**config.mk**
```make
export PLATFORM = sky130hd
export DESIGN_NAME = ysyx_23060201_lsu_load
export DESIGN_NICKNAME = d
export VERILOG_FILES = /design/src/rtl/ysyx_23060201_lsu_load.sv
export SDC_FILE = /design/constraint.sdc
export NUM_CORES = 1
export LEC_CHECK = 0
export CORE_MARGIN = 10
export CORE_UTILIZATION = 35
export CTS_CLUSTER_DIAMETER = 50
export DETAILED_ROUTE_END_ITERATION = 10
export GPL_ROUTABILITY_DRIVEN = 0
export PLACE_DENSITY = 0.75
export SKIP_LAST_GASP = 1
export SYNTH_ARGS = -nofsm -noshare
export SYNTH_HDL_FRONTEND = slang
export SYNTH_SLANG_ARGS = --single-unit
```
**constraint.sdc**
```tcl
create_clock -name clk -period 7.66 [get_ports clk]
set_clock_uncertainty 0.05 [all_clocks]
set_input_delay 1.149 -clock clk [delete_from_list [all_inputs] [get_ports clk]]
set_output_delay 1.149 -clock clk [all_outputs]
set_load 0.03 [all_outputs]
```
**src/rtl/ysyx_23060201_lsu_load.sv**
```systemverilog
// ysyx_23060201_lsu_load: RV32I load unit, request/wait/write-back FSM with byte/half extraction
// Define YSYX_23060201_LSU_MISALIGN_CHK_EN to trap misaligned LH/LHU/LW with a one-cycle ld_err pulse.
module ysyx_23060201_lsu_load #(
    parameter int MEM_ADDR_WIDTH = 32
) (
    input  logic                      clk,
    input  logic                      rst,
    input  logic                      ld_valid,
    output logic                      ld_ready,
    input  logic [MEM_ADDR_WIDTH-1:0] ld_addr,
    input  logic [2:0]                ld_func3,
    input  logic [4:0]                ld_rd,
    output logic                      mem_ren,
    output logic [MEM_ADDR_WIDTH-1:0] mem_raddr,
    input  logic                      mem_rready,
    input  logic                      mem_rvalid,
    input  logic [31:0]               mem_rdata,
    output logic                      gpr_wen,
    output logic [4:0]                gpr_waddr,
    output logic [31:0]               gpr_wdata,
    output logic                      ld_err
);
    typedef enum logic [2:0] {IDLE, REQ, WAIT, WB, ERR} state_t;
    state_t state, state_nx;
    logic [MEM_ADDR_WIDTH-1:0] addr;
    logic [2:0] func3;
    logic [4:0] rd, wb_rd;
    logic [31:0] result, ext;
    logic [7:0] byte_sel;
    logic [15:0] half_sel;
    logic hs, mis;
    assign hs = ld_valid & ld_ready;
`ifdef YSYX_23060201_LSU_MISALIGN_CHK_EN
    // func3[1] covers LW and the reserved codes that behave as LW
    assign mis = (ld_func3[1:0] == 2'b01 && ld_addr[0]) || (ld_func3[1] && ld_addr[1:0] != 2'b00);
    assign ld_err = state == ERR;
`else
    assign mis = 1'b0;
    assign ld_err = 1'b0;
`endif
    always_comb begin
        byte_sel = addr[1] ? (addr[0] ? mem_rdata[31:24] : mem_rdata[23:16])
                           : (addr[0] ? mem_rdata[15:8] : mem_rdata[7:0]);
        half_sel = addr[1] ? mem_rdata[31:16] : mem_rdata[15:0];
        ext = func3 == 3'b000 ? {{24{byte_sel[7]}}, byte_sel} :
              func3 == 3'b001 ? {{16{half_sel[15]}}, half_sel} :
              func3 == 3'b100 ? {24'd0, byte_sel} :
              func3 == 3'b101 ? {16'd0, half_sel} : mem_rdata;
    end
    always_comb begin
        state_nx = state;
        case (state)
            IDLE: state_nx = hs ? (mis ? ERR : REQ) : IDLE;
            REQ: state_nx = mem_rready ? WAIT : REQ;
            WAIT: state_nx = mem_rvalid ? WB : WAIT;
            default: state_nx = IDLE;
        endcase
    end
    always_ff @(posedge clk or posedge rst) begin
        if (rst) begin
            state <= IDLE;
            addr <= '0;
            func3 <= '0;
            rd <= '0;
            wb_rd <= '0;
            result <= '0;
        end else begin
            state <= state_nx;
            if (hs) begin
                addr <= ld_addr;
                func3 <= ld_func3;
                rd <= ld_rd;
            end
            if (state == WAIT && mem_rvalid) begin
                result <= ext;
                wb_rd <= rd;
            end
        end
    end
    assign ld_ready = state == IDLE;
    assign mem_ren = state == REQ;
    assign mem_raddr = {addr[MEM_ADDR_WIDTH-1:2], 2'b00};
    assign gpr_wen = state == WB && wb_rd != 5'd0;
    assign gpr_waddr = wb_rd;
    assign gpr_wdata = result;
endmodule
```
---- Word level (Yosys, flattened, before mapping) ----
Index checks and enable logic that the tools add are counted.
Widths: inputs -> output; s select.
storage, ports and cells
  flip-flop bits (word level) ............. 80
  bits of input ports ..................... 77
  output and inout bits ................... 73
  logic and storage cells ................. 30
operators by class
  equality and inequality tests ........... 6
  mux-type cells .......................... 12
  bitwise logic cells ..................... 1
  reductions and logical operators ........ 5
operator list
  kind                count
  $mux 32             4
  $mux 8              3
  $mux 16             1
  $eq 3x1->1 const B  2
  $eq 3x2->1 const B  2
  $eq 3x3->1 const B  2
  $logic_not 3->1     2
  $pmux 2 s3          1
  $reduce_bool 5->1   1
  $logic_and 1x1->1   2
  $mux 1              2
  $mux 2              1
  $and 1x1->1         1

---- Logic depth before layout (Yosys ltp) ----
  depth in word-level cells ............... 5
  mapped depth ............................ 6
  mapped depth without buffers ............ 4

---- Least setup slack after synthesis ----
OpenSTA, ideal clock, no wires.
  path kind ............................... reg2out
  from .................................... register wb_rd[0], in the netlist gpr_waddr[0]
  to ...................................... output gpr_wen
  arrival ................................. 1.279 ns
  data required time ...................... 6.461 ns
  path slack .............................. 5.182 ns
  stages on the path, launching flop included .. 3
  path buffers ............................ 0
  path through ............................ dfrtp_1 > or3_1 > o311a_1
on the way
  longest elaborated chain between the ends .. 2
RTL lines
  item                      RTL line  RTL
  start: declaration        27        logic [4:0] rd, wb_rd;
  start signal: assignment  76        wb_rd <= rd;
  $reduce_bool 5->1         83        assign gpr_wen = state == WB && wb_rd != 5'd0;
  $logic_and 1x1->1         83
  end: declaration          18        output logic gpr_wen,
Every way passes these cells.

---- Worst setup path in the final report ----
Ends and elaborated chain as after synthesis.

==> flow_summary_export.csv <==
group,metric,value,unit
clocking,cts.repair.resized,0,
route,vias,2881,
global_route,grt_pass1_vias,3173,
die,initial_utilization,36.17,%
setup_path,r2r_end,"gpr_wdata[23]",
cells_and_area,drive_gt1_share,13.15,%
sta,tns,0,ns
global_route,grt_pass1_wl,16590,um
route,drt_iter0_drc,117,
sta,fin_crit_sh,41.82,%
cells_and_area,final_cell_area,5309,um2
global_route,use_met2,24.27,%
global_route,gr-usage-met3,5.150,%
route,route.detailed.drc,0,
die,die_width,123.5,um
sta,drv_slew,0,
die,io_pins,150,
placement,portBuffers,146,
worst_hold_path,holdCritStartpoint,"rd[3]",
sta,report.final.hold_viol_count,0,
global_route,overflow,0,
clocking,clk_pin_slew,0.07,ns
global_route,antenna_found_initial,0,
setup_path,crit_path_start,"gpr_waddr[0]",
placement,dpl-instance-area,5064,um2
setup_path,critPathCaptureType,"output pin",
route,firstDrtPassIters,4,
worst_hold_path,hp-class,"flip-flop to flip-flop",
setup_path,cp-start-kind,"flip-flop",
die,rows,37,
die,dieArea,15260,um2
synthesis,seq_area_frac_synth,52.70,%
setup_path,worstSetupPathType,"flip-flop to output pin",
job,max_cap_viol_count,0,
pwr,p_int,1437,uW
cells_and_area,area_growth,41.53,%
global_route,grt_max_degree,80,
cells_and_area,num_antenna_cells,0,
clocking,h-tree-depth,3,
route,wirelength,10730,um
pwr,vdd_ir_drop_max,0.2168,mV
synthesis,synth_cells,352,
route,postRouteAntennaNets,0,
sta,relSlewSlack,32.98,%
pwr,seqPwrFrac,31.3,%
global_route,busiest_layer,"met2",
pwr,power.density,467.7,nW/um2
clocking,root_buffer,"clkbuf_8",
cells_and_area,final_nets,537,
setup_path,critPathRequiredTime,6.46,ns
clocking,cts.path.max_buffers,2,
sta,min_period,3.204,ns
synthesis,synth_warnings,0,
cells_and_area,finish.utilization,51.19,%
clocking,numCtsBuffers,9,
sta,setup_violations,0,
setup_path,reg2reg_slack,5.39,ns
clocking,clock_latency,0.34,ns
run_status,status,"finished clean",
setup_path,r2r_cells,4,
sta,fmax,312.1,MHz
pwr,leakage,0.002208,uW
global_route,grt_usage,13.99,%
placement,dp_hpwl,8044,um
pwr,clock_power_share,15.3,%
route,wl_per_cell,17.88,um
setup_path,crit_end,"gpr_wen",
clocking,cts_setup_buffers,0,
sta,tightest_slew,1.005,ns
die,die_h,123.5,um
setup_path,r2r_start,"addr[1]",
die,design.core.area,10370,um2
sta,rsz0062_at_grt,"false",
setup_path,critPathMaxFanout,3,
pwr,swShare,42.13,%
clocking,clock_sinks,79,
synthesis,avgSynthCellArea,10.66,um2
cells_and_area,final_cell_mix,"clkdlybuf4s50_1, dfrtp_1, nand2_1, mux2_2, a21oi_1",
cells_and_area,layout_commonest_cell,"clkdlybuf4s50_1",
synthesis,netlist_area,3751,um2
route,viasPerCell,4.802,
synthesis,synthDistinctLibCells,32,
setup_path,critPathArrivalTime,2.00,ns
pwr,p_comb_share,53.4,%
global_route,met1_usage,15.59,%
pwr,p_sw,1046,uW
synthesis,synth_seq_cells,79,
clocking,cts_tree,"built",
clocking,hold_buffers,0,
[power by group through the flow]
stage	combinational [uW]	clock, uW	sequential, uW
finish	1330	380	776
global route	1420	409	809
CTS	1350	391	780
detailed placement	1340	0	787
global placement	1320	0	773
floorplan	775	0	922
[final cells by class]
cell class	count	area (um2)
Sequential cell	79	1977
Timing Repair Buffer	149	1484
Inverter	5	20.02
Tap cell	136	170.2
Clock inverter	3	90.09
Multi-Input combinational cell	216	1413
Clock buffer	12	155.1
Fill cell	940	5061
[critical path, cell delays in order (launching register included)]
cell	delay [ns]
dfrtp_1	0.41
or3_1	0.38
o311a_1	0.29
clkdlybuf4s50_1	0.59
[Yosys cell counts (all sizes together)]
master   n  area [um2]
nor2    28       105.1
clkbuf   6       22.52
buf     48       329.1
mux2i    3       42.54
dfrtp   79        1977
a21o     8       60.06
conb     1       3.750
nand2   42       157.7
a311oi   1       26.28
nor3     1       5.000
and2     2       12.51
nor4     1       12.51
and2b    1       7.510
nor2b    9       56.30
mux2    38       427.9
or3      1       6.260
a22oi    7       52.55
a221oi   1       8.760
nand2b   1       6.260
o311a    1       10.01
inv      5       18.77
o21ai   16       80.08
nand3b   7       52.55
a21oi   34       181.4
a211o    8       70.07
o22ai    3       18.77
[metal layers]
layer  routed length (um)  part of all wire (%)
met1                 4204                    39
met3                  871                   8.1
met2                 5523                    51
met4                  127                   1.2
met5                    0                     0
[cell families (layout without fill, tap and decap cells)]
logic type	count (synthesis)	count (layout)	synth area share [%]
DFF	79	79	52.70
and+or+nand+nor	93	93	11.24
other	1	3	0.09997
muxes	41	41	12.54
AOI/OAI and AO/OA	79	79	13.54
buffers and inverters	59	169	9.873
[per-stage QoR]
stage                     instances  hold WS [ns]  setup WS, ns  power (uW)
after global routing            600        0.4554         4.390        2635
final                           600        0.4236         4.456        2483
after detailed placement        585        0.4107         4.635        2129
after floorplan                 354        0.3848         4.438        1697
after CTS                       600        0.4354         4.433        2517
after global placement          585        0.3957         4.677        2090
[registers in the layout (all words and copies together) (netlist names)]
register	flops
gpr_wdata	32
gpr_waddr	5
state	2
rd	5
addr	32
func3	3
[how the worst min path moves through the flow]
stage / endpoint / slack (ns) / cells past startpoint
after global placement: gpr_waddr[2] / 0.40 / 2
final: gpr_waddr[3] / 0.42 / 2
after detailed placement: gpr_waddr[3] / 0.41 / 2
after CTS: gpr_waddr[2] / 0.44 / 2
after floorplan: gpr_waddr[0] / 0.38 / 2
after global routing: gpr_waddr[1] / 0.46 / 2
(Power assumes the default switching activity.)
